### src/rtl/lpc_kq_sequencer.sv
// Feeds one LPC frame of raw k values through the shared quantizer and writes the
// quantized k/b pairs into the coefficient store. Optional build macro: LPC_STAB_CHECK_EN.
module lpc_kq_sequencer #(
  parameter int MAX_ORDER = 10,
  parameter int AW        = 4,
  parameter int Q_TIMEOUT = 8
) (
  input  logic          clk,
  input  logic          rst,
  input  logic          start,
  input  logic [AW-1:0] order,
  input  logic [31:0]   kin,
  input  logic          kin_valid,
  output logic          kin_ready,
  output logic [31:0]   q_k_tmp,
  output logic          q_v,
  input  logic [15:0]   q_k,
  input  logic [15:0]   q_b,
  input  logic          q_vout,
  output logic          wr_en,
  output logic [AW-1:0] wr_addr,
  output logic [15:0]   wr_k,
  output logic [15:0]   wr_b,
  output logic          busy,
  output logic          done,
  output logic          err,
  output logic [2:0]    dbg_state
);

  localparam logic [2:0] S_IDLE    = 3'd0;
  localparam logic [2:0] S_WAIT_IN = 3'd1;
  localparam logic [2:0] S_ISSUE   = 3'd2;
  localparam logic [2:0] S_STORE   = 3'd3;
  localparam logic [2:0] S_FIN     = 3'd4;

  localparam int         TW        = $clog2(Q_TIMEOUT) + 1;
  localparam logic [AW:0] MAX_ORD  = (AW+1)'(MAX_ORDER);

  // kin is accepted on kin_valid & kin_ready; kin_ready is high only in WAIT_IN,
  // and q_v stays high through ISSUE so the quantizer sees a stable q_k_tmp.
  logic [2:0]    state_q, state_d;
  logic [AW-1:0] order_q, order_d;
  logic [AW-1:0] idx_q, idx_d;
  logic [TW-1:0] tmo_q, tmo_d;
  logic [31:0]   k_tmp_q, k_tmp_d;
  logic [15:0]   wk_q, wk_d;
  logic [15:0]   wb_q, wb_d;
  logic          err_q, err_d;
  logic          order_ok;
  logic          bad_start;

  assign order_ok  = (order != '0) && ({1'b0, order} <= MAX_ORD);
  assign bad_start = (state_q == S_IDLE) && start && !order_ok;

`ifdef LPC_STAB_CHECK_EN
  logic [15:0] wk_mag;
  assign wk_mag = wk_q[15] ? (~wk_q + 16'd1) : wk_q;
`endif

  always_comb begin
    state_d = state_q;
    order_d = order_q;
    idx_d   = idx_q;
    tmo_d   = tmo_q;
    k_tmp_d = k_tmp_q;
    wk_d    = wk_q;
    wb_d    = wb_q;
    err_d   = err_q;
    case (state_q)
      S_IDLE: begin
        if (start) begin
          if (order_ok) begin
            order_d = order;
            idx_d   = '0;
            err_d   = 1'b0;
            state_d = S_WAIT_IN;
          end else begin
            err_d = 1'b1;
          end
        end
      end
      S_WAIT_IN: begin
        if (kin_valid) begin
          k_tmp_d = kin;
          tmo_d   = '0;
          state_d = S_ISSUE;
        end
      end
      S_ISSUE: begin
        if (q_vout) begin
          wk_d    = q_k;
          wb_d    = q_b;
          state_d = S_STORE;
        end else if (tmo_q == TW'(Q_TIMEOUT - 1)) begin
          err_d   = 1'b1;
          state_d = S_FIN;
        end else begin
          tmo_d = tmo_q + TW'(1);
        end
      end
      S_STORE: begin
`ifdef LPC_STAB_CHECK_EN
        // |k| close to 1 means an unstable lattice: keep this write, drop the rest
        if (wk_mag >= 16'h7FF0) begin
          err_d   = 1'b1;
          state_d = S_FIN;
        end else
`endif
        if (idx_q == order_q - AW'(1)) begin
          state_d = S_FIN;
        end else begin
          idx_d   = idx_q + AW'(1);
          state_d = S_WAIT_IN;
        end
      end
      S_FIN:   state_d = S_IDLE;
      default: state_d = S_IDLE;
    endcase
  end

  always_ff @(posedge clk) begin
    if (rst) begin
      state_q <= S_IDLE;
      order_q <= '0;
      idx_q   <= '0;
      tmo_q   <= '0;
      k_tmp_q <= '0;
      wk_q    <= '0;
      wb_q    <= '0;
      err_q   <= 1'b0;
    end else begin
      state_q <= state_d;
      order_q <= order_d;
      idx_q   <= idx_d;
      tmo_q   <= tmo_d;
      k_tmp_q <= k_tmp_d;
      wk_q    <= wk_d;
      wb_q    <= wb_d;
      err_q   <= err_d;
    end
  end

  assign kin_ready = (state_q == S_WAIT_IN);
  assign q_v       = (state_q == S_ISSUE);
  assign q_k_tmp   = k_tmp_q;
  assign wr_en     = (state_q == S_STORE);
  assign wr_addr   = idx_q;
  assign wr_k      = wk_q;
  assign wr_b      = wb_q;
  assign busy      = (state_q != S_IDLE);
  // A rejected start reports its done in the same cycle.
  assign done      = (state_q == S_FIN) || bad_start;
  assign err       = err_q;
  assign dbg_state = state_q;

endmodule
### config.mk
export PLATFORM = sky130hd
export DESIGN_NAME = lpc_kq_sequencer
export DESIGN_NICKNAME = d
export VERILOG_FILES = /design/src/rtl/lpc_kq_sequencer.sv
export SDC_FILE = /design/constraint.sdc
export NUM_CORES = 1
export LEC_CHECK = 0
export CELL_PAD_IN_SITES_DETAIL_PLACEMENT = 0
export CELL_PAD_IN_SITES_GLOBAL_PLACEMENT = 1
export CORE_MARGIN = 2
export CORE_UTILIZATION = 31
export DETAILED_ROUTE_END_ITERATION = 8
export GPL_ROUTABILITY_DRIVEN = 1
export HOLD_SLACK_MARGIN = 0.08
export PLACE_DENSITY = 0.89
export SYNTH_ARGS = -nofsm -noshare
export SYNTH_HDL_FRONTEND = slang
export SYNTH_SLANG_ARGS = --single-unit
### constraint.sdc
create_clock -name clk -period 4.8 [get_ports clk]
set_clock_uncertainty 0.05 [all_clocks]
set_input_delay 0.72 -clock clk [delete_from_list [all_inputs] [get_ports clk]]
set_output_delay 0.72 -clock clk [all_outputs]
set_load 0.1 [all_outputs]
==> impl_metrics.toml <==
[floorplanning]
die_w_um = 105
fp-row-count = 37
initial_utilization = 0.315
core_um2 = 10100
ioPinCount = 150
floorplan.die.height_um = 105
die_area_um2 = 11100

[synth]
mean_syn_cell_area_um2 = 8.05
synth_async_sr_flop_share = 0
synth_top_flop_cell = "sky130_fd_sc_hd__dfxtp_1"
seq_area_frac_synth = 0.502
synth.ff_latch_count = 80
synth.largest_area_cell = "sky130_fd_sc_hd__dfxtp_1"
netlist_top_cells_area = "sky130_fd_sc_hd__dfxtp_1 50%, sky130_fd_sc_hd__nand2_1 17%, sky130_fd_sc_hd__a21oi_1 12%"
post_synth_instance_area_um2 = 3190
synth_edf_count = 0
syn_warnings = 0
yosysTopAreaCellShare = 0.502
mappedNetlistNets = 472
netlist_instances = 396
synth_cell_types = 46

[clock_network]
ctsResizeCount = 0
tritoncts_clock_tree = "yes"
insertion_delay_ns = 0.35
number_of_buffers_on_the_longest_clock_path = 2
htree_levels = 3
tritoncts_num_sinks = 80
postCtsHoldBufs = 0
clock_transition_at_the_registers_of_the_reported_paths_ns = 0.09
number_of_buffers_created_by_cts = 9
cts_setup_buffers = 0
clock_tree.root_cell = "sky130_fd_sc_hd__clkbuf_8"

[setup_path]
cp.depth = 3
critical_path.max_stage_delay_ns = 1.13
critPathSlowestCell = "sky130_fd_sc_hd__clkdlybuf4s50_1"
startpoint_type = "flop"
crit_end = "q_v"
worst_path_cell_chain = "or3b_1 -> inv_2 -> clkdlybuf4s50_1"
rr_startpoint = "dbg_state[1]"
r2r_setup_slack_ns = 2.40
critPathTopFamily = "buffers and inverters"
timing.critical_path.required_ns = 4.03
critPathBufInv = 2
regToRegEndpoint = "wr_k[10]"
critical_path.max_fanout = 13
endpoint_kind = "primary output"
rr_worst_depth = 5
critical_path_origin = "dbg_state[1]"
critical_setup_path_class = "flop to primary output"
cp_data_arrival_time_ns = 2.58

[drt]
totalWireLength_um = 8830
wire_per_inst_um = 13.1
vias_per_cell = 4.63
vias = 3118
initialDrtViolationCount = 159
drc = 0
dr.pass1.iters = 4
postRouteAntennaNets = 0

[place]
gp_congestion = 0.770
final_hpwl_from_detailed_placement_um = 6170
place.port_buffers = 149
post-place-cells = 657
postPlaceCellArea_um2 = 4740

[pwr]
vdd_ir_drop_max_v = 0.000163
leakage_nw = 1.69
power-per-cell-area_nw_per_um2 = 340

[cells_and_area]
fillerInstances = 978
post_route_cells_drive_above_1_share = 0.0577
final_net_count = 608
antenna_cells = 0
final_area_um2 = 4920
post_layout_nonfiller_instances = 673
syn_to_final_growth_pct = 54.4

[global_routing]
grt_start_max_net_pins = 48
grt_remaining_overflow = 0
number_of_antenna_violations_at_the_first_check_in_global_routing = 0
grt_pass1_vias = 3121
grt_first_pass_wirelength_um = 14800
track_usage = 0.162

[timing]
worst_slew_margin_rel = 0.242
slew_violations = 0
final-hold-violation-count = 0
slew_at_the_pin_closest_to_its_max_slew_limit_ns = 1.14
max_freq_ghz = 0.298
setup_violations = 0
finalCriticalPeriod_ns = 3.35
grt_setup_unrepaired = "false"
totalNegativeSetupSlack_ns = 0
timing.final.crit_share = 0.698

[run_status]
run_status = "finished, final reports clean"

[worst_hold_path]
min-delay-start = "wr_b[9]"
hp-class = "flop to flop"

[run]
maximum_capacitance_violations = 0
[routing by layer]
metal | wire, um | vias to the layer above | track usage
met5 | 0 | - | 0
met4 | 169 | 0 | 0.0562
met3 | 674 | 11 | 0.0643
met2 | 4250 | 95 | 0.271
met1 | 3740 | 1426 | 0.187
li1 | - | 1586 | -
[tightest hold or removal path: stages, from the launching register on]
cell                      delay, ns
sky130_fd_sc_hd__dfxtp_1       0.32
sky130_fd_sc_hd__nand2_1       0.05
sky130_fd_sc_hd__a21oi_1       0.05
[cells in the mapped netlist (3+ instances only)]
cell / count
sky130_fd_sc_hd__nor3_1: 7
sky130_fd_sc_hd__xnor2_1: 3
sky130_fd_sc_hd__buf_4: 3
sky130_fd_sc_hd__nand2_1: 141
sky130_fd_sc_hd__dfxtp_1: 80
sky130_fd_sc_hd__o21ai_0: 3
sky130_fd_sc_hd__inv_1: 6
sky130_fd_sc_hd__buf_2: 4
sky130_fd_sc_hd__and3_1: 4
sky130_fd_sc_hd__clkbuf_1: 19
sky130_fd_sc_hd__nor2_1: 6
sky130_fd_sc_hd__mux2_2: 3
sky130_fd_sc_hd__ha_1: 3
sky130_fd_sc_hd__a21oi_1: 78
sky130_fd_sc_hd__nand3_1: 5
[area by class of cell]
type | instances | area [um2] | area share
inverters | 7 | 26.3 | 0.00534
clock buffers | 10 | 138 | 0.0280
flip-flops and latches | 80 | 1600 | 0.325
repair buffers | 152 | 1510 | 0.306
multi-input cells | 282 | 1440 | 0.292
clock inverters | 6 | 45.0 | 0.00915
well taps | 136 | 170 | 0.0346
[state kept, by name, summed over array words and instances (netlist names)]
| signal | count |
|---|---|
| wr_addr | 4 |
| dbg_state | 3 |
| tmo_q | 4 |
| order_q | 4 |
| err | 1 |
| wr_b | 16 |
| wr_k | 16 |
| q_k_tmp | 32 |
[worst min-delay path by stage]
stage                  endpoint  slack, ns  depth (start not counted)
finish                  wr_b[9]       0.41                          2
global route         q_k_tmp[8]       0.42                          2
CTS                  q_k_tmp[2]       0.41                          2
detailed placement  q_k_tmp[17]       0.40                          2
global placement        wr_k[7]       0.39                          2
floorplan            order_q[3]       0.40                          2
[kinds of logic after synthesis]
| family | count (synthesis) | synth area share |
|---|---|---|
| and+or+nand+nor | 177 | 0.241 |
| AOI/OAI and AO/OA | 94 | 0.168 |
| DFF | 80 | 0.502 |
| buffers and inverters | 34 | 0.0475 |
| xor gates and xnor gates | 5 | 0.0184 |
| muxes | 3 | 0.0106 |
| adders and majority gates | 3 | 0.0118 |
[per-stage QoR]
step,setup WS (ns),hold slack [ns],util,power (mW)
finish,1.45,0.408,0.486,1.67
detailed placement,1.58,0.398,0.468,1.24
CTS,1.44,0.410,0.486,1.70
global placement,1.62,0.392,0.468,1.23
global route,1.36,0.422,0.486,1.75
floorplan,0.637,0.398,-,1.08
[cells in the final DEF, fill, tap and decap left out, types with 3 or more instances in the layout]
cell and count:
sky130_fd_sc_hd__mux2_2 3, sky130_fd_sc_hd__nor3_1 7, sky130_fd_sc_hd__o21ai_0 3, sky130_fd_sc_hd__and3_1 4, sky130_fd_sc_hd__nor2_1 6, sky130_fd_sc_hd__clkdlybuf4s50_1 147
sky130_fd_sc_hd__clkbuf_8 10, sky130_fd_sc_hd__xnor2_1 3, sky130_fd_sc_hd__dfxtp_1 80, sky130_fd_sc_hd__a21oi_1 78, sky130_fd_sc_hd__nand2_1 141, sky130_fd_sc_hd__buf_4 4
sky130_fd_sc_hd__clkinvlp_4 3, sky130_fd_sc_hd__nand3_1 5, sky130_fd_sc_hd__ha_1 3, sky130_fd_sc_hd__inv_1 6
[power breakdown]
| part | internal, mW | switching [mW] |
|---|---|---|
| Combinational | 0.149 | 0.350 |
| Clock | 0.203 | 0.252 |
| Sequential | 0.694 | 0.0241 |
No activity file was read; power rests on OpenSTA's default activity.
